File: config.mk
export PLATFORM = sky130hd
export DESIGN_NAME = nvdla_glb_cacc_intr_rcv
export DESIGN_NICKNAME = d
export VERILOG_FILES = /design/src/rtl/nvdla_glb_intr_pkg.sv /design/src/rtl/nvdla_glb_intr_grp_cell.sv /design/src/rtl/nvdla_glb_cacc_intr_rcv.sv
export SDC_FILE = /design/constraint.sdc
export NUM_CORES = 1
export LEC_CHECK = 0
export ABC_CLOCK_PERIOD_IN_PS = 1660
export BUFFER_PORTS_ARGS = -buffer_cell sky130_fd_sc_hd__buf_2
export CORE_MARGIN = 2
export CORE_UTILIZATION = 30
export CTS_CLUSTER_DIAMETER = 150
export DETAILED_ROUTE_END_ITERATION = 6
export SETUP_SLACK_MARGIN = 0.2
export SLEW_MARGIN = 5
export SYNTH_ARGS = -nofsm -noshare
export SYNTH_HDL_FRONTEND = slang
export SYNTH_SLANG_ARGS = --single-unit
File: constraint.sdc
create_clock -name nvdla_core_clk -period 1.66 [get_ports nvdla_core_clk]
set_clock_uncertainty 0.05 [all_clocks]
set_input_delay 0 -clock nvdla_core_clk [delete_from_list [all_inputs] [get_ports nvdla_core_clk]]
set_output_delay 0 -clock nvdla_core_clk [all_outputs]
set_load 0.01 [all_outputs]
File: src/rtl/nvdla_glb_intr_pkg.sv
// Shared constants and helpers for the GLB CACC done-interrupt collector.
// Latency: n/a (package only).
// Backpressure: n/a (package only).
package nvdla_glb_intr_pkg;

    // Number of CACC register groups (ping/pong); bit i of every vector is group i.
    localparam int NUM_GRP = 2;
    // Width of the per-group saturating missed-done counter.
    localparam int MISS_W  = 8;

    // Group index constants.
    localparam int GRP_PING = 0;
    localparam int GRP_PONG = 1;

    // Mask resets to all-masked so nothing interrupts before software opts in.
    localparam logic [NUM_GRP-1:0] MASK_RST = {NUM_GRP{1'b1}};

    // Saturating increment: holds at all-ones instead of wrapping.
    function automatic logic [MISS_W-1:0] sat_inc(input logic [MISS_W-1:0] v);
        logic [MISS_W-1:0] max_v;
        max_v = '1;
        return (v == max_v) ? v : v + 1'b1;
    endfunction

endpackage

File: src/rtl/nvdla_glb_intr_grp_cell.sv
// One CACC group's sticky status bit, overflow bit and saturating miss counter.
// Latency: 1 cycle from done/set/clear strobe to updated state.
// Backpressure: none; every strobe is consumed in the cycle it is presented.
//
// Ports:
//   nvdla_core_clk / nvdla_core_rstn : clock, async active-low reset
//   done_i     : hardware done pulse for this group
//   set_i      : software set strobe for this group
//   clr_i      : W1C strobe for this group (status and overflow)
//   miss_clr_i : clear of the miss counter
//   status_o, ovf_o, miss_cnt_o : registered state
module nvdla_glb_intr_grp_cell
    import nvdla_glb_intr_pkg::*;
(
    input  logic              nvdla_core_clk,
    input  logic              nvdla_core_rstn,
    input  logic              done_i,
    input  logic              set_i,
    input  logic              clr_i,
    input  logic              miss_clr_i,
    output logic              status_o,
    output logic              ovf_o,
    output logic [MISS_W-1:0] miss_cnt_o
);

    logic              status_q, status_d;
    logic              ovf_q,    ovf_d;
    logic [MISS_W-1:0] cnt_q,    cnt_d;
    logic              ovf_evt;

    // A done landing on an already-set status is a lost event, unless the same
    // cycle clears the bit: then the done simply re-arms the status.
    // Software set is never counted.
    assign ovf_evt = done_i & status_q & ~clr_i;

    always_comb begin
        status_d = status_q;
        ovf_d    = ovf_q;
        cnt_d    = cnt_q;

        // Set (hardware or software) takes priority over a same-cycle clear.
        if (done_i || set_i) begin
            status_d = 1'b1;
        end else if (clr_i) begin
            status_d = 1'b0;
        end

        if (clr_i) begin
            ovf_d = 1'b0;
        end else if (ovf_evt) begin
            ovf_d = 1'b1;
        end

        // Counter clear wins over a coincident increment.
        if (miss_clr_i) begin
            cnt_d = '0;
        end else if (ovf_evt) begin
            cnt_d = sat_inc(cnt_q);
        end
    end

    always_ff @(posedge nvdla_core_clk or negedge nvdla_core_rstn) begin
        if (!nvdla_core_rstn) begin
            status_q <= 1'b0;
            ovf_q    <= 1'b0;
            cnt_q    <= '0;
        end else begin
            status_q <= status_d;
            ovf_q    <= ovf_d;
            cnt_q    <= cnt_d;
        end
    end

    assign status_o   = status_q;
    assign ovf_o      = ovf_q;
    assign miss_cnt_o = cnt_q;

endmodule

File: src/rtl/nvdla_glb_cacc_intr_rcv.sv
// GLB receive-side collector for the CACC done interrupt: per-group sticky status,
// mask, W1C/set, overflow tracking and a registered level interrupt.
// Latency: done pulse -> status +1 cycle -> cacc_done_intr +2 cycles. Backpressure: none.
//
// Ports:
//   nvdla_core_clk / nvdla_core_rstn : clock, async active-low reset
//   cacc2glb_done_intr_dst_pd        : retimed done pulses, one bit per group
//   sts_clr_en/data, sts_set_en/data : status W1C and software set strobes
//   msk_wr_en/data                   : mask register write (1 = masked)
//   miss_clr                         : clear all miss counters
//   intr_status, intr_mask, intr_ovf, miss_cnt_g0/g1, cacc_done_intr : status outputs
module nvdla_glb_cacc_intr_rcv
    import nvdla_glb_intr_pkg::*;
(
    input  logic               nvdla_core_clk,
    input  logic               nvdla_core_rstn,
    input  logic [NUM_GRP-1:0] cacc2glb_done_intr_dst_pd,
    input  logic               sts_clr_en,
    input  logic [NUM_GRP-1:0] sts_clr_data,
    input  logic               sts_set_en,
    input  logic [NUM_GRP-1:0] sts_set_data,
    input  logic               msk_wr_en,
    input  logic [NUM_GRP-1:0] msk_wr_data,
    input  logic               miss_clr,
    output logic [NUM_GRP-1:0] intr_status,
    output logic [NUM_GRP-1:0] intr_mask,
    output logic [NUM_GRP-1:0] intr_ovf,
    output logic [MISS_W-1:0]  miss_cnt_g0,
    output logic [MISS_W-1:0]  miss_cnt_g1,
    output logic               cacc_done_intr
);

    logic [NUM_GRP-1:0] mask_q, mask_d;
    logic               intr_q, intr_d;
    logic [NUM_GRP-1:0] clr_vec;
    logic [NUM_GRP-1:0] set_vec;
    logic [NUM_GRP-1:0] status_w;
    logic [NUM_GRP-1:0] ovf_w;
    logic [MISS_W-1:0]  cnt_w [NUM_GRP];

    // Qualify the data words with their strobes once, then slice per group.
    assign clr_vec = sts_clr_en ? sts_clr_data : '0;
    assign set_vec = sts_set_en ? sts_set_data : '0;

    for (genvar g = 0; g < NUM_GRP; g++) begin : g_grp
        nvdla_glb_intr_grp_cell u_cell (
            .nvdla_core_clk  (nvdla_core_clk),
            .nvdla_core_rstn (nvdla_core_rstn),
            .done_i          (cacc2glb_done_intr_dst_pd[g]),
            .set_i           (set_vec[g]),
            .clr_i           (clr_vec[g]),
            .miss_clr_i      (miss_clr),
            .status_o        (status_w[g]),
            .ovf_o           (ovf_w[g]),
            .miss_cnt_o      (cnt_w[g])
        );
    end

    assign mask_d = msk_wr_en ? msk_wr_data : mask_q;
    // Built from registered status and mask, so the interrupt trails them by one cycle.
    assign intr_d = |(status_w & ~mask_q);

    always_ff @(posedge nvdla_core_clk or negedge nvdla_core_rstn) begin
        if (!nvdla_core_rstn) begin
            mask_q <= MASK_RST;
            intr_q <= 1'b0;
        end else begin
            mask_q <= mask_d;
            intr_q <= intr_d;
        end
    end

    assign intr_status    = status_w;
    assign intr_mask      = mask_q;
    assign intr_ovf       = ovf_w;
    assign miss_cnt_g0    = cnt_w[GRP_PING];
    assign miss_cnt_g1    = cnt_w[GRP_PONG];
    assign cacc_done_intr = intr_q;

endmodule

======== After elaboration in Yosys (flattened, before gate mapping) ========
Cells that the tools add are included.
word-level totals
  register bits ........................... 23
  input bits .............................. 14
  output and inout port bits .............. 23
  logic and storage cells ................. 49
cells by class
  add/subtract/negate cells ............... 2
  equality and inequality tests ........... 4
  mux-type cells .......................... 16
  bitwise operators ....................... 8
  reductions and logical operators ........ 11
operators with widths
  kind                 count
  $mux 8               6
  $add 8x1->8 const B  2
  $eq 8x8->1 const B   2
  $reduce_bool 2->1    6
  $mux 1               8
  $and 1x1->1          4
  $mux 2               2
  $ne 2x2->1 const B   2
  $reduce_and 2->1     2
  $and 2x2->2          1
  $logic_or 1x1->1     2
  $not 1->1            2
  $not 2->2            1
  $reduce_or 2->1      1

======== Logic depth before layout (Yosys ltp) ========
Gate-level depths: netlist (run 1).
  depth after elaboration ................. 5
  gate-level depth with buffers ........... 5
  mapped depth without buffers ............ 5

======== Modules after synthesis ========
From an unflattened synthesis (run 1), not the netlist that was laid out.
unflattened totals
  cell total of the unflattened synthesis .. 124
  area, all modules ....................... 1322.5 µm²
modules (own cells, without submodules)
  module                   times used  cells an instance  area an instance (µm²)  sequential area each (µm²)
  nvdla_glb_intr_grp_cell  2           56                 588.1                   250.2
  nvdla_glb_cacc_intr_rcv  1           12                 146.4                   77.6

======== Worst setup path after synthesis (run 1) ========
No wires, ideal clock.
  kind .................................... register to register
  start point ............................. register g_grp[1].u_cell.cnt_q[0]
  end point ............................... register g_grp[1].u_cell.cnt_q[5]
  library setup time ...................... 0.127 ns
  arrival time ............................ 1.547 ns
  data required time ...................... 1.483 ns
  path slack .............................. -0.064 ns
  cell stages (with the launch flop) ...... 5
  buffers on the path ..................... 0
  period minus slack after synthesis ...... 1.724 ns
  cells stage by stage .................... dfrtp_1 ha_1 and3_1 or4_1 mux2_1
on the way
  word-level cells in the longest chain between the ends .. 4
  elaborated cells on any way between the ends .. 7
  classes of those cells .................. 1 x add/sub; 2 x eq/ne; 3 x mux; 1 x reduce/logical
ends and longest elaborated chain
  item                    line                           RTL
  from (decl)             nvdla_glb_intr_grp_cell.sv:28  logic [MISS_W-1:0] cnt_q, cnt_d;
  from (signal assigned)  nvdla_glb_intr_grp_cell.sv:70  cnt_q <= cnt_d;
  $add 8x1->8             nvdla_glb_intr_pkg.sv:22       return (v == max_v) ? v : v + 1'b1;
  $mux 8                  nvdla_glb_intr_pkg.sv:22
  $mux 8                  nvdla_glb_intr_grp_cell.sv:57  end else if (ovf_evt) begin
  $mux 8                  nvdla_glb_intr_grp_cell.sv:55  if (miss_clr_i) begin
Several ways; a longest one is shown, not always the timed one. The select of a mux whose other input is x is not followed.
A chain may end at the register's enable or synchronous reset.

======== Worst setup path after layout (run 1) ========
  start point ............................. register g_grp[1].u_cell.cnt_q[6]
  end point ............................... register g_grp[1].u_cell.cnt_q[5]
on the way
  word-level cells in the longest chain between the ends .. 3
ends and longest elaborated chain
  item                               line
  $eq 8x8->1                         nvdla_glb_intr_pkg.sv:22
  $ne 2x2->1 (no source line)        --
  $reduce_and 2->1 (no source line)  --
Every way passes these cells.

==> impl_results.md, run 1 <==
* Finished Core Util at 0.4871
* Register area share after synthesis at 0.4968
* RSZ-0062 raised after global routing: yes
* Die footprint at 4393 um2
* CP Buf/Inv Count at 0
* Top post-synthesis cells by area: dfrtp_1 45%, dfstp_2 4.5%, or4_1 3.2%
* Nets at 199
* Vias in the first global route at 1061
* Post-Syn Area per Cell at 10.30 um2
* Port bufs at 36
* DRT iter0 DRCs at 28
* Syn nets at 129
* R2R cell count at 4
* FILL cells at 372
* Mapped Area at 1164 um2
* Worst Setup EP: g_grp[1].u_cell.miss_cnt_o[5]
* Worst-path maximum fanout at 2
* Post-Syn Instances at 113
* Max_slew headroom at 0.6468
* Fin crit share at 0.9879
* Routed wire length at 3136 um
* Grt met2 use at 0.2388
* Final Hold Vio Count at 0
* 1st-pass router iterations at 4
* CP max stage cell: dfrtp_1
* Multi-input logic area at 610.6 um2
* Clk sinks at 23
* Area Overhead vs Synth at 54.41%
* Share of flip-flops with an asynchronous set or reset at 1.000
* CTS tree: yes
* CP Cell Sequence: and4_1 -> and3_4 -> or4_4 -> mux2_4
* Clock transition at the registers of the reported paths at 0.09 ns
* CTS buffer count at 3
* DRC at 0
* CTS HTree Levels at 1
* Largest net degree at the start of global routing at 24
* Critical Path AT at 1.75 ns
* I/O pin cnt at 37
* CTS Buffer Depth at 2
* Via count at 1115
* Total grt overflow at 0
* Global route hottest layer: met2
* Type of destination of the critical path: flop
* Met1 Usage GRT at 0.1957
* Layout Cells excl Fill at 230
* Status: completed
* Synth top area share at 0.4516
* Leakage at 0.8671 nW
* VDD IR-drop max at 0.0004732 V
* Final Max Slew Viols at 0
* Worst slew pin tran at 0.5298 ns
* PD cells at 657.0 nW/um2
* Routed Antenna Nets at 0
* Synthesized flop and latch total at 23
* Required time of the worst setup path at 1.77 ns
* Leading area contributor after synthesis: dfrtp_1
* PnR worst setup slack at 0.02015 ns
* Total GRT Usage at 0.1455
* Crit path largest cell delay at 0.41 ns
* Post-synth top cells: 21 x dfrtp_1, 9 x nand2_1, 8 x nor2_1
* MaxCap Viol Count at 0
* Startpoint types: flop
* N_diodes at 0
* Yosys warnings at 0
* Layout cells sized above 1 at 0.4835
* Cells after DPL at 208
* Main synth FF type: dfrtp_1
* Total area of sequential cells at 583.1 um2
* Initial core utilization at 0.3155
* Highest clock rate at 609.8 MHz
* CP Launch Point: g_grp[1].u_cell.miss_cnt_o[6]
* Worst flop-to-flop path startpoint: g_grp[1].u_cell.miss_cnt_o[6]
* Worst-skew pair later-pin latency at 0.26 ns
* Worst r2r dst: g_grp[1].u_cell.miss_cnt_o[5]
* DP Worst Slack at -0.005023 ns
* Fin crit period at 1.640 ns
* Core Area at 3689 um2
* Top-count cell post-synth: dfrtp_1
* Clock root buffer master: clkbuf_8
* Reg-to-reg slack, setup at 0.02 ns
* DP HPWL at 2165 um
* Initial antenna violation count at 0
* Met3 GRT Util at 0.02726
* Setup violators final at 0
* Worst min-delay path class: in2reg
* Number of vias per cell at 4.848
* Die width at 66.28 um
* FP Rows at 22
* CP top delay family: simple AND/OR/NAND/NOR gates
* Placer Congestion at 0.7950
* Wire per inst at 13.63 um
* Crit Path Category: reg2reg
* Crit. path cell count at 4
* EDFF count, synth at 0
* First-pass GRT wire length at 4892 um
* Chip height at 66.28 um
* Post-synth cell types at 38
[per-layer routing]
metal	up-vias	routed length [um]
li1	559	-
met1	531	1492
met2	23	1494
met3	2	134
met4	0	14
met5	-	0
[worst min path at each step]
stage	startpoint	end	cells after the start
2_1_floorplan	nvdla_core_rstn	cacc_done_intr	0
3_3_place_gp	nvdla_core_rstn	g_grp[1].u_cell.miss_cnt_o[2]	1
3_5_place_dp	nvdla_core_rstn	g_grp[1].u_cell.miss_cnt_o[6]	1
4_1_cts	sts_clr_en	g_grp[1].u_cell.ovf_o	4
5_1_grt	sts_clr_data[0]	g_grp[0].u_cell.ovf_o	3
6_report	sts_clr_en	g_grp[1].u_cell.ovf_o	4
[cell usage in the layout, fill, tap and decap left out, types with 2 or more instances in the layout]
cell,netlist,layout
buf_2,0,36
dlygate4sd3_1,0,11
nand2_1,9,9
dfrtp_2,0,4
or3_1,4,3
o21ai_1,1,2
nor2_1,8,8
dfstp_2,2,2
clkbuf_8,0,3
a21oi_1,7,4
o31ai_1,3,2
buf_6,0,3
a21boi_4,1,2
inv_1,4,4
a21oi_2,0,3
xor2_1,3,3
buf_4,4,21
nand3_1,6,5
o211ai_1,3,3
nand4_1,4,4
a211o_1,2,2
mux2_2,2,2
mux2i_1,2,2
dfrtp_1,21,17
or4_4,0,3
or4_1,5,2
[state kept, by name, indices dropped and copies added (netlist names)]
register / flops
cacc_done_intr: 1
g_grp.u_cell.status_o: 2
intr_mask: 2
g_grp.u_cell.miss_cnt_o: 16
g_grp.u_cell.ovf_o: 2
[timing repair]
item,CTS,global route
setup buffers,5,2
gates resized for setup,7,10
pin swaps,6,6
gates cloned,0,0
setup endpoints to repair,14,14
hold buffers,11,0
endpoints found under the hold margin,27,0
[kinds of logic after synthesis]
logic type,synth area share
xor+xnor,0.02258
simple gates,0.2032
flops,0.4968
mux,0.04624
buf+inv,0.04515
compound gates,0.1645
fa+ha+maj,0.02150
[final cells by class]
type / count / share of cell area
clock inverters: 1 / 0.002786
clock buffers: 3 / 0.02298
multi-input cells: 80 / 0.3398
inverters: 4 / 0.008357
well taps: 48 / 0.03343
flip-flops and latches: 23 / 0.3245
repair buffers: 71 / 0.2681
[metrics by stage]
stage	hold WS, ns	instance area, um2	power (mW)	TNS, ns
after global placement	-0.04320	1514	0.7851	0
after floorplan	-0.3456	1184	0.7085	-0.04799
after detailed placement	-0.03788	1514	0.7896	-0.005023
after CTS	0.004326	1735	1.188	0
final	0.02276	1797	1.180	0
after global routing	0.03330	1797	1.240	-0.03439
[worst min-delay path, cell delays in order]
cell	delay [ns]
buf_2	0.14
nand2_1	0.06
nand2_1	0.05
nand2_1	0.05
[power breakdown]
| group | leakage, nW | internal (mW) | switching (mW) |
|---|---|---|---|
| Clock | 0.0255 | 0.168 | 0.189 |
| Combinational | 0.554 | 0.112 | 0.106 |
| Sequential | 0.288 | 0.590 | 0.0158 |
Note: power is estimated with default switching activity, not from simulation.
==> inputs of run 2 (changes only) <==
--- a/config.mk
+++ b/config.mk
@@ -5,7 +5,7 @@
 export SDC_FILE = /design/constraint.sdc
 export NUM_CORES = 1
 export LEC_CHECK = 0
-export ABC_CLOCK_PERIOD_IN_PS = 1660
+export ABC_CLOCK_PERIOD_IN_PS = 1800
 export BUFFER_PORTS_ARGS = -buffer_cell sky130_fd_sc_hd__buf_2
 export CORE_MARGIN = 2
 export CORE_UTILIZATION = 30
==> constraint.sdc (replaced) <==
create_clock -name nvdla_core_clk -period 1.8 [get_ports nvdla_core_clk]
set_clock_uncertainty 0.05 [all_clocks]
set_input_delay 0 -clock nvdla_core_clk [delete_from_list [all_inputs] [get_ports nvdla_core_clk]]
set_output_delay 0 -clock nvdla_core_clk [all_outputs]
set_load 0.01 [all_outputs]
==> run 2 against run 1 <==
Effect of this change: clock power fell by 9.5%; highest routed layer unchanged; fmax down 1.3%; setup slack improved by 0.12 ns; largest power group unchanged; combinational power down 6%.
==> impl_results.md, run 2 (same netlist as run 1, synthesis figures left out) <==
* Status: completed
* Clock transition at the registers of the reported paths at 0.08 ns
* MaxCap Viol Count at 0
* FP Rows at 22
* Fin crit period at 1.661 ns
* Type of destination of the critical path: flop
* Initial core utilization at 0.3155
* Worst min-delay path class: in2reg
* Clk sinks at 23
* Layout cells sized above 1 at 0.4420
* Wire per inst at 13.79 um
* Initial antenna violation count at 0
* Largest net degree at the start of global routing at 24
* CTS HTree Levels at 1
* 1st-pass router iterations at 4
* Worst-path maximum fanout at 4
* DRC at 0
* Highest clock rate at 602.2 MHz
* Leakage at 0.8440 nW
* Fin crit share at 0.9226
* Die width at 66.28 um
* CTS buffer count at 3
* PD cells at 622.2 nW/um2
* Required time of the worst setup path at 1.90 ns
* Core Area at 3689 um2
* Routed Antenna Nets at 0
* Grt met2 use at 0.2413
* FILL cells at 371
* Vias in the first global route at 1050
* Setup violators final at 0
* DRT iter0 DRCs at 26
* Startpoint types: flop
* Worst-skew pair later-pin latency at 0.27 ns
* I/O pin cnt at 37
* Critical Path AT at 1.76 ns
* First-pass GRT wire length at 5057 um
* Total grt overflow at 0
* Worst slew pin tran at 0.5107 ns
* Nets at 198
* Max_slew headroom at 0.6596
* Port bufs at 36
* Commonest non-fill, non-tap cell in the layout: buf_2
* Via count at 1142
* Met3 GRT Util at 0.02215
* VDD IR-drop max at 0.0003165 V
* Hold Slack at 0.02501 ns
* Placer Congestion at 0.8593
* Max reg flops at 16
* RSZ-0062 raised after global routing: yes
* Area Overhead vs Synth at 50.22%
* N_diodes at 0
* Chip height at 66.28 um
* Number of vias per cell at 4.987
* Global route hottest layer: met2
* CTS Buffer Depth at 2
* Fin Setup TNS at 0 ns
* Final Max Slew Viols at 0
* Clock root buffer master: clkbuf_8
* Met1 Usage GRT at 0.2058
* CTS tree: yes
* Die footprint at 4393 um2
* Most frequent cells in the layout: 36 x buf_2, 21 x buf_4, 17 x dfrtp_1
* Total GRT Usage at 0.1524
* DP HPWL at 2046 um
* Routed wire length at 3158 um
* Final Hold Vio Count at 0
* Crit Path Category: reg2reg
[run 2: cell type report]
cell class / instances / area, um2 / area share
Timing Repair Buffer: 70 / 470.5 / 0.2691
Clock buffer: 4 / 45.04 / 0.02577
Sequential cell: 23 / 583.1 / 0.3336
Tap cell: 48 / 60.06 / 0.03436
Inverter: 4 / 15.01 / 0.008590
Multi-Input combinational cell: 80 / 574.3 / 0.3286
[run 2: layer usage]
metal | part of all wire | wire length (um) | up-vias
met1 | 0.47 | 1469 | 555
met3 | 0.035 | 109 | 7
met4 | 0.026 | 82 | 0
met5 | 0 | 0 | -
li1 | - | - | 555
met2 | 0.47 | 1496 | 25
[run 2: what timing repair did]
item / CTS / global route
setup buffers: 10 / 6
gates resized for setup: 1 / 9
endpoints found under the setup margin: 7 / 12
pin swaps: 5 / 10
hold endpoints to repair: 27 / 0
hold buffers: 11 / 0
[run 2: final timing paths]
kind / startpoint / to / slack, ns / cells after the start
worst max-delay path: g_grp[1].u_cell.miss_cnt_o[0] / g_grp[1].u_cell.miss_cnt_o[5] / 0.14 / 4
worst min-delay path: sts_clr_data[0] / g_grp[0].u_cell.ovf_o / 0.03 / 3
worst max register to register: g_grp[1].u_cell.miss_cnt_o[0] / g_grp[1].u_cell.miss_cnt_o[5] / 0.14 / 4
worst min register to register: g_grp[1].u_cell.ovf_o / g_grp[1].u_cell.ovf_o / 0.43 / 2
max in group asynchronous: nvdla_core_rstn / g_grp[1].u_cell.miss_cnt_o[4] / 1.14 / 2
min in group asynchronous: nvdla_core_rstn / g_grp[0].u_cell.miss_cnt_o[4] / 0.18 / 2
[run 2: critical path: stages, from the launching register on]
cell,delay [ns]
dfrtp_1,0.41
ha_2,0.21
and3_4,0.15
or4_4,0.41
mux2_4,0.31
[run 2: power by group]
| part | total (mW) | leakage (nW) | switching [mW] | internal [mW] |
|---|---|---|---|---|
| combinational | 0.204 | 0.534 | 0.0980 | 0.106 |
| sequential | 0.561 | 0.288 | 0.0168 | 0.544 |
| clock | 0.323 | 0.0228 | 0.164 | 0.158 |
| total | 1.09 | 0.844 | 0.279 | 0.808 |
[run 2: per-stage QoR]
| step | instance area [um2] | total power [mW] | setup slack (ns) | std cells | util |
|---|---|---|---|---|---|
| after global routing | 1748 | 1.140 | 0.05833 | 229 | 0.4739 |
| after CTS | 1673 | 1.084 | 0.1025 | 223 | 0.4535 |
| after floorplan | 1184 | 0.6536 | 0.09201 | 113 | - |
| after detailed placement | 1439 | 0.7158 | 0.09407 | 198 | 0.3901 |
| final | 1748 | 1.087 | 0.1393 | 229 | 0.4739 |
| after global placement | 1439 | 0.7107 | 0.1237 | 198 | 0.3901 |
